==> config.mk <==
export PLATFORM = sky130hd
export DESIGN_NAME = aes_round_sequencer_flat
export DESIGN_NICKNAME = d
export VERILOG_FILES = /design/src/rtl/aes_round_sequencer_if.sv /design/src/rtl/aes_round_sequencer.sv /design/src/flat_wrapper.sv
export SDC_FILE = /design/constraint.sdc
export NUM_CORES = 1
export LEC_CHECK = 0
export BUFFER_PORTS_ARGS = -buffer_cell sky130_fd_sc_hd__buf_4
export CORE_UTILIZATION = 45
export CTS_CLUSTER_DIAMETER = 60
export DETAILED_ROUTE_END_ITERATION = 7
export GPL_TIMING_DRIVEN = 0
export PLACE_DENSITY = 0.71
export SETUP_SLACK_MARGIN = 0.1
export SYNTH_ARGS = -nofsm -noshare
export SYNTH_HDL_FRONTEND = slang
export SYNTH_SLANG_ARGS = --single-unit
==> constraint.sdc <==
create_clock -name clk -period 2.1 [get_ports clk]
set_input_delay 0.105 -clock clk [delete_from_list [all_inputs] [get_ports clk]]
set_output_delay 0.105 -clock clk [all_outputs]
set_load 0.05 [all_outputs]
==> src/rtl/aes_round_sequencer_if.sv <==
// Step bus between the AES round sequencer and the round primitives: a level
// request with the selected primitive and round-key index, and a one-cycle ack back.
interface aes_round_sequencer_if;
    logic       step_req;
    logic       step_ack;
    logic [1:0] step_sel;
    logic [3:0] key_idx;

    modport master (output step_req, step_sel, key_idx, input step_ack);
    modport slave  (input step_req, step_sel, key_idx, output step_ack);
endinterface

==> src/rtl/aes_round_sequencer.sv <==
// Sequencer for AES-128/192/256 rounds: steps ARK/SB/SR/MC in order, one handshake per step.
// Optional per-step REQ timeout when AES_STEP_TIMEOUT_EN is defined.
module aes_round_sequencer #(
    parameter int unsigned NUM_ROUNDS     = 10,
    parameter int unsigned TIMEOUT_CYCLES = 255
) (
    input  logic                         clk,
    input  logic                         rst,
    input  logic                         start,
    input  logic                         abort,
    aes_round_sequencer_if.master        step_bus,
    output logic                         busy,
    output logic                         done,
    output logic                         err
);
    typedef enum logic [1:0] {StIdle, StReq, StAdv, StFin} state_e;
    typedef enum logic [1:0] {SelArk = 2'd0, SelSb = 2'd1, SelSr = 2'd2, SelMc = 2'd3} sel_e;

    localparam logic [3:0] LastRound = 4'(NUM_ROUNDS);

    state_e     state_q, state_d;
    sel_e       sel_q, sel_d;
    logic [3:0] round_q, round_d;
    logic       req_q, req_d;
    logic       busy_q, busy_d;
    logic       done_q, done_d;
    logic       err_q, err_d;
    logic       tmo_hit;

`ifdef AES_STEP_TIMEOUT_EN
    localparam int unsigned TmoW = (TIMEOUT_CYCLES > 255) ? $clog2(TIMEOUT_CYCLES + 1) : 8;

    logic [TmoW-1:0] tmo_q, tmo_d;

    // Fires in the REQ cycle that would be the TIMEOUT_CYCLES-th without an ack.
    assign tmo_hit = (({1'b0, tmo_q} + 1'b1) == (TmoW + 1)'(TIMEOUT_CYCLES));
`else
    assign tmo_hit = 1'b0;
`endif

    always_comb begin
        state_d = state_q;
        sel_d   = sel_q;
        round_d = round_q;
        err_d   = 1'b0;

        unique case (state_q)
            StIdle: begin
                if (start) begin
                    state_d = StReq;
                    sel_d   = SelArk;
                    round_d = '0;
                end
            end
            StReq: begin
                if (abort) begin
                    state_d = StIdle;
                end else if (step_bus.step_ack) begin
                    state_d = StAdv;
                end else if (tmo_hit) begin
                    state_d = StFin;
                    err_d   = 1'b1;
                end
            end
            StAdv: begin
                if (abort) begin
                    state_d = StIdle;
                end else begin
                    state_d = StReq;
                    unique case (sel_q)
                        SelArk: begin
                            if (round_q == LastRound) begin
                                state_d = StFin;
                            end else begin
                                round_d = round_q + 4'd1;
                                sel_d   = SelSb;
                            end
                        end
                        SelSb: sel_d = SelSr;
                        // The final round skips mixColumns.
                        SelSr: sel_d = (round_q == LastRound) ? SelArk : SelMc;
                        SelMc: sel_d = SelArk;
                    endcase
                end
            end
            StFin: state_d = StIdle;
        endcase

        if (state_d == StIdle) begin
            sel_d   = SelArk;
            round_d = '0;
        end

        req_d  = (state_d == StReq);
        busy_d = (state_d == StReq) || (state_d == StAdv);
        done_d = (state_d == StFin);
    end

`ifdef AES_STEP_TIMEOUT_EN
    assign tmo_d = ((state_q == StReq) && (state_d == StReq)) ? tmo_q + 1'b1 : '0;
`endif

    always_ff @(posedge clk or negedge rst) begin
        if (!rst) begin
            state_q <= StIdle;
            sel_q   <= SelArk;
            round_q <= '0;
            req_q   <= 1'b0;
            busy_q  <= 1'b0;
            done_q  <= 1'b0;
            err_q   <= 1'b0;
`ifdef AES_STEP_TIMEOUT_EN
            tmo_q   <= '0;
`endif
        end else begin
            state_q <= state_d;
            sel_q   <= sel_d;
            round_q <= round_d;
            req_q   <= req_d;
            busy_q  <= busy_d;
            done_q  <= done_d;
            err_q   <= err_d;
`ifdef AES_STEP_TIMEOUT_EN
            tmo_q   <= tmo_d;
`endif
        end
    end

    assign step_bus.step_req = req_q;
    assign step_bus.step_sel = sel_q;
    assign step_bus.key_idx  = round_q;
    assign busy              = busy_q;
    assign done              = done_q;
    assign err               = err_q;
endmodule

==> src/flat_wrapper.sv <==
// flat-port wrapper written by rule: the top's interface ports become plain ports
module aes_round_sequencer_flat 
#(
    parameter int unsigned NUM_ROUNDS     = 10,
    parameter int unsigned TIMEOUT_CYCLES = 255
)
  (clk, rst, start, abort, busy, done, err, step_bus_step_req, step_bus_step_sel, step_bus_key_idx, step_bus_step_ack);
  aes_round_sequencer_if step_bus_i ();
  input  logic clk;
  input  logic rst;
  input  logic start;
  input  logic abort;
  output logic busy;
  output logic done;
  output logic err;
  output wire logic [$bits(step_bus_i.step_req)-1:0] step_bus_step_req;
  output wire logic [$bits(step_bus_i.step_sel)-1:0] step_bus_step_sel;
  output wire logic [$bits(step_bus_i.key_idx)-1:0] step_bus_key_idx;
  input wire logic [$bits(step_bus_i.step_ack)-1:0] step_bus_step_ack;
  assign step_bus_step_req = step_bus_i.step_req;
  assign step_bus_step_sel = step_bus_i.step_sel;
  assign step_bus_key_idx = step_bus_i.key_idx;
  assign step_bus_i.step_ack = step_bus_step_ack;
  aes_round_sequencer #(.NUM_ROUNDS(NUM_ROUNDS), .TIMEOUT_CYCLES(TIMEOUT_CYCLES)) u_core (.clk(clk), .rst(rst), .start(start), .abort(abort), .step_bus(step_bus_i), .busy(busy), .done(done), .err(err));
endmodule
# Word level (Yosys, flattened, before mapping)

Index checks and enable logic that the tools add are counted.

Bits of input ports: 5
Flip-flop bits (word level): 11
Logic and storage cells: 49
Output and inout port bits: 10

Equality and inequality tests: 15
Add/subtract/negate cells: 1
Multiplexer cells: 20
Reductions and logical operators: 7

Operators by type and width:

| kind                  | number |
|---|---|
| $mux W2               | 11 |
| $mux W4               | 5 |
| $pmux W2 S4           | 2 |
| $eq A2 B2 Y1 const B  | 6 |
| $pmux W4 S2           | 1 |
| $eq A2 B1 Y1 const B  | 3 |
| $logic_not A2 Y1      | 3 |
| $ne A3 B2 Y1 const B  | 2 |
| $reduce_and A5 Y1     | 1 |
| $add A4 B1 Y4 const B | 1 |
| $eq A4 B4 Y1 const B  | 1 |
| $ne A4 B4 Y1 const B  | 1 |
| $pmux W2 S2           | 1 |
| $reduce_and A4 Y1     | 1 |
| $ne A3 B1 Y1 const B  | 1 |
| $ne A3 B3 Y1 const B  | 1 |
| $reduce_bool A3 Y1    | 1 |
| $logic_or A1 B1 Y1    | 1 |

# Depth between registers and ports, before layout

Gate-level depths: netlist of run 1.

Depth in word-level cells: 8
Mapped depth: 12
Mapped depth without buffers: 11

# Worst setup path before layout of run 1

Ideal clock, no wire load.

Path kind: register to register
Start: reg u_core.round_q[1], in the netlist u_core.step_bus.key_idx[1]
End: reg u_core.round_q[2], in the netlist u_core.step_bus.key_idx[2]
Setup time: 0.129 ns
Period minus slack after synthesis: 2.672 ns
Setup slack: -0.572 ns
Stages on the path, launching flop included: 12
Path buffers: 1
Required time: 1.971 ns
Arrival time: 2.543 ns
Cell sequence: dfrtp_1 ha_1 and3b_1 nand4b_1 a21oi_1 inv_1 ha_1 or3b_1 buf_6 o22ai_4 or2_2 o21ai_1

Cells in the longest elaborated chain, start to end: 8
Elaborated cells on any way between the ends: 18
Those cells by class: 1 x add/sub; 5 x eq/ne; 9 x mux; 3 x reduce/logical

RTL lines:

| what                                                        | line                       | RTL |
|---|---|---|
| start, declared                                             | aes_round_sequencer.sv:23  | `logic [3:0] round_q, round_d;` |
| start signal, assigned                                      | aes_round_sequencer.sv:118 | `round_q <= round_d;` |
| $eq A4 B4 Y1 *                                              | aes_round_sequencer.sv:72  | `if (round_q == LastRound) begin` |
| $mux W2 *                                                   | aes_round_sequencer.sv:72  |  |
| $mux W2 *                                                   | aes_round_sequencer.sv:70  | `unique case (sel_q)` |
| $mux W2 *                                                   | aes_round_sequencer.sv:66  | `if (abort) begin` |
| $pmux W2 S4 *                                               | aes_round_sequencer.sv:47  | `unique case (state_q)` |
| via u_core.state_d[1]                                       | aes_round_sequencer.sv:21  | `state_e state_q, state_d;` |
| $logic_not A2 Y1 *                                          | aes_round_sequencer.sv:89  | `if (state_d == StIdle) begin` |
| $ne A3 B3 Y1 (no source line), or another cell as far along | --                         |  |
| $reduce_and A5 Y1 (no source line)                          | --                         |  |

Mark *: on every way through the listed nets, which the timed path passes. The rest lies on a longest branch. The select of a mux whose other input is x is not followed.
A chain may end at the register's enable or synchronous reset.

# Worst setup path after layout of run 1

Start: reg u_core.round_q[0], in the netlist u_core.step_bus.key_idx[0]
End: reg u_core.round_q[2], in the netlist u_core.step_bus.key_idx[2]

The elaborated chain is that of the path after synthesis.

==> results of run 1 <==
[per-layer routing]
| metal | wire length, microns | share of wire (%) | global-route usage (%) |
|---|---|---|---|
| met1 | 655 | 48 | 28.8 |
| met4 | 16 | 1.2 | 10.3 |
| met3 | 40 | 2.9 | 5.11 |
| met5 | 0 | 0 | 0 |
| met2 | 653 | 48 | 29.0 |
[sequential cells by signal, indices dropped and copies added (netlist names)]
register,cells
u_core.step_bus.key_idx,4
u_core.state_q,2
u_core.step_bus.step_sel,2
u_core.busy,1
u_core.done,1
u_core.step_bus.step_req,1
[worst reg2reg max path, delay by kind of cell (launching register included)]
kind | cells | cell delay [ns]
AND/OR/NAND/NOR | 4 | 0.82
AO/OA/AOI/OAI | 3 | 0.45
flip-flops | 1 | 0.42
buffers and inverters | 3 | 0.30
adder cells (fa/ha/maj) | 2 | 0.29
[layout make-up]
type	count	area, sq um
buffer	2	18.8
tap	15	18.8
inverter	4	15.0
clock inverter	1	5.00
timing repair buffer	19	145
fill	116	433
sequential	11	278
multi-input combinational	43	382
clock buffer	3	22.5
[power by group through the flow]
stage,clock network [mW],logic [mW],registers [mW]
2_1_floorplan,0,0.167,0.375
3_3_place_gp,0,0.340,0.287
3_5_place_dp,0,0.353,0.289
4_1_cts,0.152,0.399,0.282
5_1_grt,0.163,0.427,0.292
6_report,0.145,0.397,0.284
[cell usage in the layout (no fill, tap or decap), types with 2 or more instances in the layout]
cell | netlist | layout
nand3b_1 | 3 | 3
ha_4 | 0 | 2
clkbuf_4 | 0 | 3
dfrtp_2 | 0 | 2
inv_1 | 4 | 2
dfrtp_1 | 11 | 9
nand2_1 | 3 | 3
a21oi_2 | 1 | 2
inv_2 | 0 | 2
buf_4 | 1 | 19
ha_1 | 6 | 4
o21ai_1 | 2 | 2
o31ai_1 | 2 | 2
o21ai_0 | 7 | 7
[worst paths after layout]
path | from | endpoint | slack [ns] | depth (start not counted)
min in group asynchronous | rst | u_core.step_bus.step_sel[0] | 0.20 | 2
setup / recovery | u_core.step_bus.key_idx[0] | u_core.step_bus.key_idx[2] | -0.29 | 12
hold reg to reg | u_core.step_bus.key_idx[3] | u_core.step_bus.key_idx[3] | 0.54 | 1
hold / removal | abort | u_core.state_q[1] | 0.06 | 2
setup reg to reg | u_core.step_bus.key_idx[0] | u_core.step_bus.key_idx[2] | -0.29 | 12
max in group asynchronous | rst | u_core.step_bus.key_idx[1] | 1.74 | 2
[cells by family (layout without fill, tap and decap cells)]
logic type                 Yosys count  count (layout)  share of synthesized area, %
AOI/OAI and AO/OA                   18              18                          21.1
and+or+nand+nor                     17              17                          17.2
DFF                                 11              11                          42.6
adders and majority gates            6               6                          11.6
buffers and inverters                6              29                          5.22
other                                1               1                         0.580
muxes                                1               1                          1.74
[timing repair]
action / CTS / global route
pin swaps: 3 / 3
hold endpoints to repair: 11 / 0
setup buffers: 4 / 1
cloned: 0 / 0
hold buffers: 1 / 0
endpoints found under the setup margin: 6 / 6
resized for setup: 2 / 1
[stage by stage]
stage / power, mW / TNS (ns) / util, % / cells
2_1_floorplan: 0.542 / -1.68 / - / 60
3_3_place_gp: 0.627 / -1.83 / 60.3 / 88
3_5_place_dp: 0.642 / -2.00 / 60.3 / 88
4_1_cts: 0.833 / -1.47 / 66.2 / 97
5_1_grt: 0.882 / -1.91 / 67.1 / 98
6_report: 0.826 / -1.50 / 67.1 / 98
==> impl_metrics.csv, run 1 <==
group,metric,value,unit
critical_path,arrival,2.54,ns
synth,synth.most_common_cell,"dfrtp_1",
global_routing,grt_pass1_vias,451,
clocking,cts_buffers,3,
global_routing,grt_pass1_wl,2070,microns
detailed_routing,detail-route-antenna-nets,0,
synth,synth_edf_count,0,
power_and_ir_drop,p_seq_share,34.4,%
synth,seq_area_frac_synth,42.6,%
power_and_ir_drop,p_sw,0.343,mW
place,hpwlAfterDp,949,microns
floorplanning,die_w,39.9,microns
clocking,h-tree-depth,1,
floorplanning,die_area,0.00159,sq mm
synth,synthTopCellsByCount,"11 x dfrtp_1, 7 x o21ai_0, 6 x ha_1, 4 x inv_1",
clocking,clk_pin_slew_worst_paths,0.07,ns
synth,synthTopCellsByArea,"dfrtp_1 43%, ha_1 12%, o21ai_0 5.4%, nand3b_1 3.5%, o22ai_4 3.1%",
clocking,cts_root_buffer,"clkbuf_4",
detailed_routing,detail_route.iter0.violations,7,
floorplanning,num_rows,13,
detailed_routing,vias,537,
critical_path,cp_cell_sequence,"inv_2 > ha_4 > and3b_1 > nand4b_1 > a21oi_2 > inv_2 > ha_4 > or3b_1 > buf_6 > o22ai_4 > or2_4 > o21ai_1",
critical_path,cp_slowest_stage_delay,0.42,ns
detailed_routing,first_pass_iters,4,
finish,num-nets-final,95,
timing,worst_pin_slew,0.570,ns
critical_path,path_max_fanout,6,
synth,synth_area_per_cell,10.8,sq um
critical_path,crit_type,"reg -> reg",
timing,hold_slack,0.0618,ns
critical_path,required,2.25,ns
synth,synth_nets,71,
place,io_buffers,13,
timing,fin_worst_skew,0.00137,ns
clocking,cts_buffer_depth,2,
timing,rsz0062_at_grt,"yes",
timing,layout_min_cycle_time,2.39,ns
outcome,status,"finished with violations",
synth,synth.top_cell.area_share,42.6,%
detailed_routing,drc,0,
finish,diodes,0,
timing,setup_ws,-0.291,ns
synth,yosys_register_bits,11,
synth,synth_top_cell_by_area,"dfrtp_1",
floorplanning,io_pins,15,
finish,final_area,885,sq um
detailed_routing,vias_per_cell,5.48,
timing,hold_viol_final,0,
global_routing,antenna_found_initial,0,
place,preCtsSetupSlack,-0.401,ns
power_and_ir_drop,swShare,41.6,%
place,dpl_cell_area,795,sq um
critical_path,worst_path_max_delay_cell,"dfrtp_2",
synth,yosys_warnings,0,
timing,slew_headroom,61.6,%
floorplanning,start_util,49.1,%
power_and_ir_drop,ir_drop,0.767,mV
power_and_ir_drop,p_comb_share,48.0,%
power_and_ir_drop,p_int,0.482,mW
critical_path,critPathLaunchType,"register",
outcome,failed_checks,"setup timing",
floorplanning,core,0.00132,sq mm
critical_path,cp_top_family,"simple AND/OR/NAND/NOR gates",
power_and_ir_drop,power.leakage,0.402,nW
timing,fin_crit_sh,114,%
finish,syn_to_final_growth,36.8,%
global_routing,grt_use_total,20.6,%
finish,drive_gt1_share,49.4,%
timing,finalSetupViolCount,6,
clocking,clock_sinks,11,
power_and_ir_drop,powerDensity,934,mW/mm^2
place,place.gp.congestion,0.682,
critical_path,cp-end-kind,"register",
synth,synthCells,60,
synth,synth_area,647,sq um
global_routing,grt_max_degree,12,
detailed_routing,avgRoutedWirePerCell,13.9,microns
timing,max_freq,418,MHz
synth,async_flop_share,100,%
floorplanning,die_h,39.9,microns
power_and_ir_drop,p_clk_share,17.6,%
detailed_routing,wirelength,1360,microns
clocking,clock_latency,0.27,ns
synth,ys_types,30,
critical_path,cp_num_buf_inv,3,
clocking,cts_tree,"built",
global_routing,overflow,0,
flow_run,cap_violations,0,
hold_path,worstHoldPathType,"in -> reg",
synth,ys.flop_type,"dfrtp_1",
timing,slew_viol_final,0,
Power figures use the tool's default switching activity.
==> run 2, diff against run 1 <==
--- a/config.mk
+++ b/config.mk
@@ -6,11 +6,12 @@
 export NUM_CORES = 1
 export LEC_CHECK = 0
 export BUFFER_PORTS_ARGS = -buffer_cell sky130_fd_sc_hd__buf_4
-export CORE_UTILIZATION = 45
-export CTS_CLUSTER_DIAMETER = 60
+export CORE_UTILIZATION = 48
+export CTS_BUF_LIST = sky130_fd_sc_hd__clkbuf_8
+export CTS_CLUSTER_DIAMETER = 120
 export DETAILED_ROUTE_END_ITERATION = 7
 export GPL_TIMING_DRIVEN = 0
-export PLACE_DENSITY = 0.71
+export PLACE_DENSITY = 0.85
 export SETUP_SLACK_MARGIN = 0.1
 export SYNTH_ARGS = -nofsm -noshare
 export SYNTH_HDL_FRONTEND = slang
==> impl_metrics.csv, run 2 (synthesized netlist as in run 1, its figures left out) <==
group,metric,value,unit
outcome,status,"finished with violations",
outcome,failed_checks,"setup timing",
flow_run,cap_violations,0,
floorplanning,core,0.00117,sq mm
place,io_buffers,13,
clocking,cts_buffers,3,
clocking,clk_pin_slew_worst_paths,0.06,ns
floorplanning,num_rows,12,
detailed_routing,drc,0,
clocking,cts_buffer_depth,2,
critical_path,cp_top_family,"simple AND/OR/NAND/NOR gates",
critical_path,reg2reg_depth,12,
timing,fin_worst_skew,0.00784,ns
critical_path,required,2.22,ns
critical_path,critPathLaunchType,"register",
floorplanning,die_h,38.7,microns
detailed_routing,wl_met3,46,microns
timing,worst_pin_slew,0.555,ns
clocking,clock_sinks,11,
finish,drive_gt1_share,50.6,%
timing,slew_viol_final,0,
detailed_routing,vias,539,
critical_path,crit_type,"reg -> reg",
global_routing,grt_pass1_wl,2240,microns
detailed_routing,wl_met2,774,microns
critical_path,path_max_fanout,6,
detailed_routing,avgRoutedWirePerCell,14.7,microns
critical_path,cp_slowest_stage_delay,0.41,ns
critical_path,worst_path_max_delay_cell,"dfrtp_2",
timing,finalSetupViolCount,6,
floorplanning,die_area,0.00150,sq mm
critical_path,crit_path_end,"u_core.step_bus.key_idx[2]",
critical_path,rrSetupSlack,-0.35,ns
finish,largest_reg_flops,4,
place,hpwlAfterDp,917,microns
clocking,h-tree-depth,1,
floorplanning,start_util,55.2,%
detailed_routing,detail_route.iter0.violations,2,
detailed_routing,detail-route-antenna-nets,0,
detailed_routing,vias_per_cell,5.67,
detailed_routing,top_layer_used,"met4",
clocking,clock_latency,0.24,ns
timing,setup_ws,-0.351,ns
power_and_ir_drop,powerDensity,983,mW/mm^2
finish,num-nets-final,93,
finish,diodes,0,
global_routing,grt_pass1_vias,539,
timing,hold_slack,0.121,ns
critical_path,cp-end-kind,"register",
critical_path,arrival,2.57,ns
detailed_routing,wl_met1,561,microns
critical_path,critical_path_depth,12,
global_routing,overflow,0,
global_routing,grt_use_total,22.7,%
critical_path,crit_start,"u_core.step_bus.key_idx[0]",
critical_path,r2r-end,"u_core.step_bus.key_idx[2]",
timing,hold_viol_final,0,
floorplanning,io_pins,15,
timing,slew_headroom,62.6,%
clocking,cts_root_buffer,"clkbuf_8",
detailed_routing,wirelength,1400,microns
timing,max_freq,408,MHz
finish,syn_to_final_growth,38.1,%
global_routing,grt_max_degree,12,
place,preCtsSetupSlack,-0.380,ns
clocking,cts_tree,"built",
timing,fin_crit_sh,117,%
timing,layout_min_cycle_time,2.45,ns
critical_path,cp_cell_sequence,"inv_2 > ha_4 > and3b_2 > nand4b_1 > a21oi_2 > inv_2 > ha_4 > or3b_4 > buf_6 > o22ai_4 > or2_4 > o21ai_2",
global_routing,antenna_found_initial,0,
critical_path,cp_num_buf_inv,3,
finish,fill_cells,91,
power_and_ir_drop,power.leakage,0.405,nW
finish,final_cell_mix,"17 x buf_4, 9 x dfrtp_1, 6 x o21ai_0",
detailed_routing,first_pass_iters,2,
timing,rsz0062_at_grt,"yes",
finish,multi_input_area,389,sq um
finish,final_common_cell,"buf_4",
critical_path,reg2reg_from,"u_core.step_bus.key_idx[0]",
floorplanning,die_w,38.7,microns
finish,seqCellArea,278,sq um
place,place.gp.congestion,0.730,
power_and_ir_drop,ir_drop,0.694,mV
hold_path,worstHoldPathType,"in -> reg",
==> run 2: worst min-delay path by stage <==
stage               startpoint  slack, ns                           to  depth (start not counted)
floorplan                  rst      -0.19                  u_core.busy                          0
global placement           rst      -0.06  u_core.step_bus.step_sel[0]                          1
CTS                      abort       0.12   u_core.step_bus.key_idx[3]                          2
global route             abort       0.13   u_core.step_bus.key_idx[3]                          2
detailed placement         rst      -0.05   u_core.step_bus.key_idx[3]                          1
finish                   abort       0.12   u_core.step_bus.key_idx[3]                          2
==> run 2: cell type report <==
| class | instances | area share [%] |
|---|---|---|
| flip-flops and latches | 11 | 31.1 |
| clock buffers | 3 | 4.62 |
| inverters | 4 | 1.68 |
| clock inverters | 1 | 0.420 |
| multi-input cells | 43 | 43.6 |
| repair buffers | 17 | 14.6 |
| plain buffers | 2 | 2.10 |
| well taps | 14 | 1.96 |
==> run 2: repair_timing <==
| item | CTS | global route |
|---|---|---|
| pin swaps | 3 | 4 |
| setup endpoints to repair | 6 | 6 |
| endpoints found under the hold margin | 11 | 0 |
| hold buffers | 1 | 0 |
| gates resized for setup | 1 | 6 |
| buffers inserted | 3 | 0 |
==> run 2: routing by layer <==
layer,vias to the layer above,global-route usage (%)
li1,257,-
met1,264,26.9
met2,14,37.5
met3,4,3.47
met4,0,14.7
met5,-,0
==> run 2: power by group <==
group / internal (mW) / switching (mW)
Clock: 0.128 / 0.0823
Sequential: 0.252 / 0.0341
Combinational: 0.150 / 0.232
==> run 2: per-stage QoR <==
step | util (%) | total power, mW | setup TNS [ns] | cells | instance area (sq um)
after global routing | 76.3 | 0.924 | -2.40 | 95 | 893
after global placement | 67.7 | 0.620 | -1.67 | 87 | 793
after detailed placement | 67.7 | 0.631 | -1.98 | 87 | 793
after CTS | 74.4 | 0.857 | -1.66 | 95 | 871
final | 76.3 | 0.878 | -1.75 | 95 | 893
after floorplan | - | 0.542 | -1.68 | 60 | 678
==> run 3, diff against run 2 <==
--- a/config.mk
+++ b/config.mk
@@ -6,12 +6,13 @@
 export NUM_CORES = 1
 export LEC_CHECK = 0
 export BUFFER_PORTS_ARGS = -buffer_cell sky130_fd_sc_hd__buf_4
-export CORE_UTILIZATION = 48
+export CORE_AREA = 2 2 39 41
 export CTS_BUF_LIST = sky130_fd_sc_hd__clkbuf_8
 export CTS_CLUSTER_DIAMETER = 120
 export DETAILED_ROUTE_END_ITERATION = 7
+export DIE_AREA = 0 0 41 43
 export GPL_TIMING_DRIVEN = 0
-export PLACE_DENSITY = 0.85
+export PLACE_DENSITY = 0.83
 export SETUP_SLACK_MARGIN = 0.1
 export SYNTH_ARGS = -nofsm -noshare
 export SYNTH_HDL_FRONTEND = slang
==> constraint.sdc (replaced) <==
create_clock -name clk -period 2.68 [get_ports clk]
set_input_delay 0.134 -clock clk [delete_from_list [all_inputs] [get_ports clk]]
set_output_delay 0.134 -clock clk [all_outputs]
set_load 0.05 [all_outputs]
==> impl_metrics.csv, run 3 (synthesized netlist as in run 1, its figures left out) <==
group,metric,value,unit
power_and_ir_drop,power.leakage,0.406,nW
detailed_routing,detail_route.iter0.violations,9,
detailed_routing,avgRoutedWirePerCell,13.8,microns
hold_path,worstHoldPathType,"in -> reg",
global_routing,antenna_found_initial,0,
clocking,cts_buffers,3,
clocking,cts_tree,"built",
floorplanning,die_h,43,microns
finish,final_area,887,sq um
finish,diodes,0,
power_and_ir_drop,powerDensity,771,mW/mm^2
detailed_routing,vias,556,
global_routing,overflow,0,
detailed_routing,first_pass_iters,4,
critical_path,required,2.80,ns
critical_path,cp-end-kind,"register",
clocking,clock_latency,0.25,ns
timing,max_freq,404,MHz
critical_path,cp_slowest_stage_delay,0.44,ns
timing,fin_worst_skew,0.00435,ns
floorplanning,num_rows,14,
critical_path,cp_top_family,"simple AND/OR/NAND/NOR gates",
floorplanning,core,0.00138,sq mm
floorplanning,io_pins,15,
timing,finalSetupViolCount,0,
finish,drive_gt1_share,48.2,%
outcome,status,"completed",
clocking,h-tree-depth,1,
clocking,cts_buffer_depth,2,
finish,syn_to_final_growth,37.1,%
detailed_routing,vias_per_cell,5.62,
floorplanning,die_w,41,microns
global_routing,grt_use_total,17.5,%
timing,slew_viol_final,0,
critical_path,cp_cell_sequence,"inv_2 > ha_4 > and3b_2 > nand4b_1 > a21oi_2 > inv_2 > ha_2 > or3b_1 > buf_6 > o22ai_4 > or2_4 > o21ai_2",
place,io_buffers,13,
power_and_ir_drop,ir_drop,0.470,mV
finish,fill_cells,120,
finish,largest_reg_flops,4,
finish,final_common_cell,"buf_4",
floorplanning,die_area,0.00176,sq mm
floorplanning,start_util,46.7,%
finish,seqCellArea,278,sq um
detailed_routing,wirelength,1370,microns
finish,final_cell_mix,"19 x buf_4, 9 x dfrtp_1, 7 x o21ai_0",
detailed_routing,detail-route-antenna-nets,0,
global_routing,grt_pass1_vias,521,
critical_path,path_max_fanout,6,
critical_path,critPathLaunchType,"register",
finish,multi_input_area,364,sq um
critical_path,worst_path_max_delay_cell,"dfrtp_2",
timing,fin_crit_sh,92.4,%
critical_path,cp_common_cell,"inv_2",
timing,timing.setup.tns,0,ns
critical_path,cp_num_buf_inv,3,
timing,layout_min_cycle_time,2.48,ns
clocking,clock_sinks,11,
detailed_routing,drc,0,
finish,num-nets-final,95,
timing,hold_viol_final,0,
timing,rsz0062_at_grt,"no",
critical_path,arrival,2.60,ns
global_routing,grt_max_degree,12,
timing,hold_slack,0.122,ns
place,hpwlAfterDp,889,microns
global_routing,grt_pass1_wl,2040,microns
place,place.gp.congestion,0.769,
clocking,clk_pin_slew_worst_paths,0.05,ns
place,dpl_cell_area,767,sq um
clocking,cts_root_buffer,"clkbuf_8",
flow_run,cap_violations,0,
critical_path,crit_type,"reg -> reg",
power_and_ir_drop,total_power,0.684,mW
## run 3: cell count changes in the layout (fill, tap and decap cells not counted), sizes merged
cell / delta
buf: +2
clkinv: +1
inv: -1
## run 3: through the flow
step                instances  worst slack, ns  utilization (%)
detailed placement         89           0.0820             55.4
global route               99           0.0705             64.1
finish                     99            0.204             64.1
floorplan                  60            0.193                -
global placement           89            0.154             55.4
CTS                        94            0.107             59.8
## run 3: report_power, final
| part | total (mW) | switching, mW | internal (mW) |
|---|---|---|---|
| registers | 0.225 | 0.0278 | 0.197 |
| logic | 0.284 | 0.172 | 0.112 |
| clock network | 0.175 | 0.0720 | 0.103 |
## run 3: what timing repair did
action / 4_1_cts / 5_1_grt
hold buffers: 1 / 0
gates resized for setup: 1 / 8
pin swaps: 0 / 5
setup endpoints to repair: 2 / 6
buffers inserted: 0 / 5
endpoints found under the hold margin: 11 / 0
## run 3: worst reg2reg max path: cells and delay by family (launching register included)
kind,cells,cell delay (ns)
AOI/OAI and AO/OA,3,0.44
and+or+nand+nor,4,0.88
DFF,1,0.44
buffers and inverters,3,0.30
adders and majority gates,2,0.29
## run 3: cell type report
type                    instances  share of cell area [%]
inverters                       4                    1.69
plain buffers                   2                    2.12
clock inverters                 1                   0.564
multi-input cells              43                    41.0
well taps                      16                    2.26
repair buffers                 19                    16.4
flip-flops and latches         11                    31.3
clock buffers                   3                    4.65
## run 3: layer usage
metal / wire (microns) / up-vias / global-route usage (%)
met5: 0 / - / 0
met1: 538 / 271 / 19.5
li1: - / 263 / -
met2: 720 / 19 / 26.6
met3: 79 / 3 / 5.24
met4: 29 / 0 / 12.7
## run 3: final timing paths
path / start / to / slack, ns / cells past startpoint
hold reg to reg: u_core.step_bus.key_idx[3] / u_core.step_bus.key_idx[3] / 0.52 / 1
setup / recovery: u_core.step_bus.key_idx[0] / u_core.step_bus.key_idx[2] / 0.20 / 12
min in group asynchronous: rst / u_core.step_bus.key_idx[1] / 0.26 / 2
hold / removal: abort / u_core.state_q[1] / 0.12 / 2
setup reg to reg: u_core.step_bus.key_idx[0] / u_core.step_bus.key_idx[2] / 0.20 / 12
max in group asynchronous: rst / u_core.step_bus.key_idx[0] / 2.26 / 2
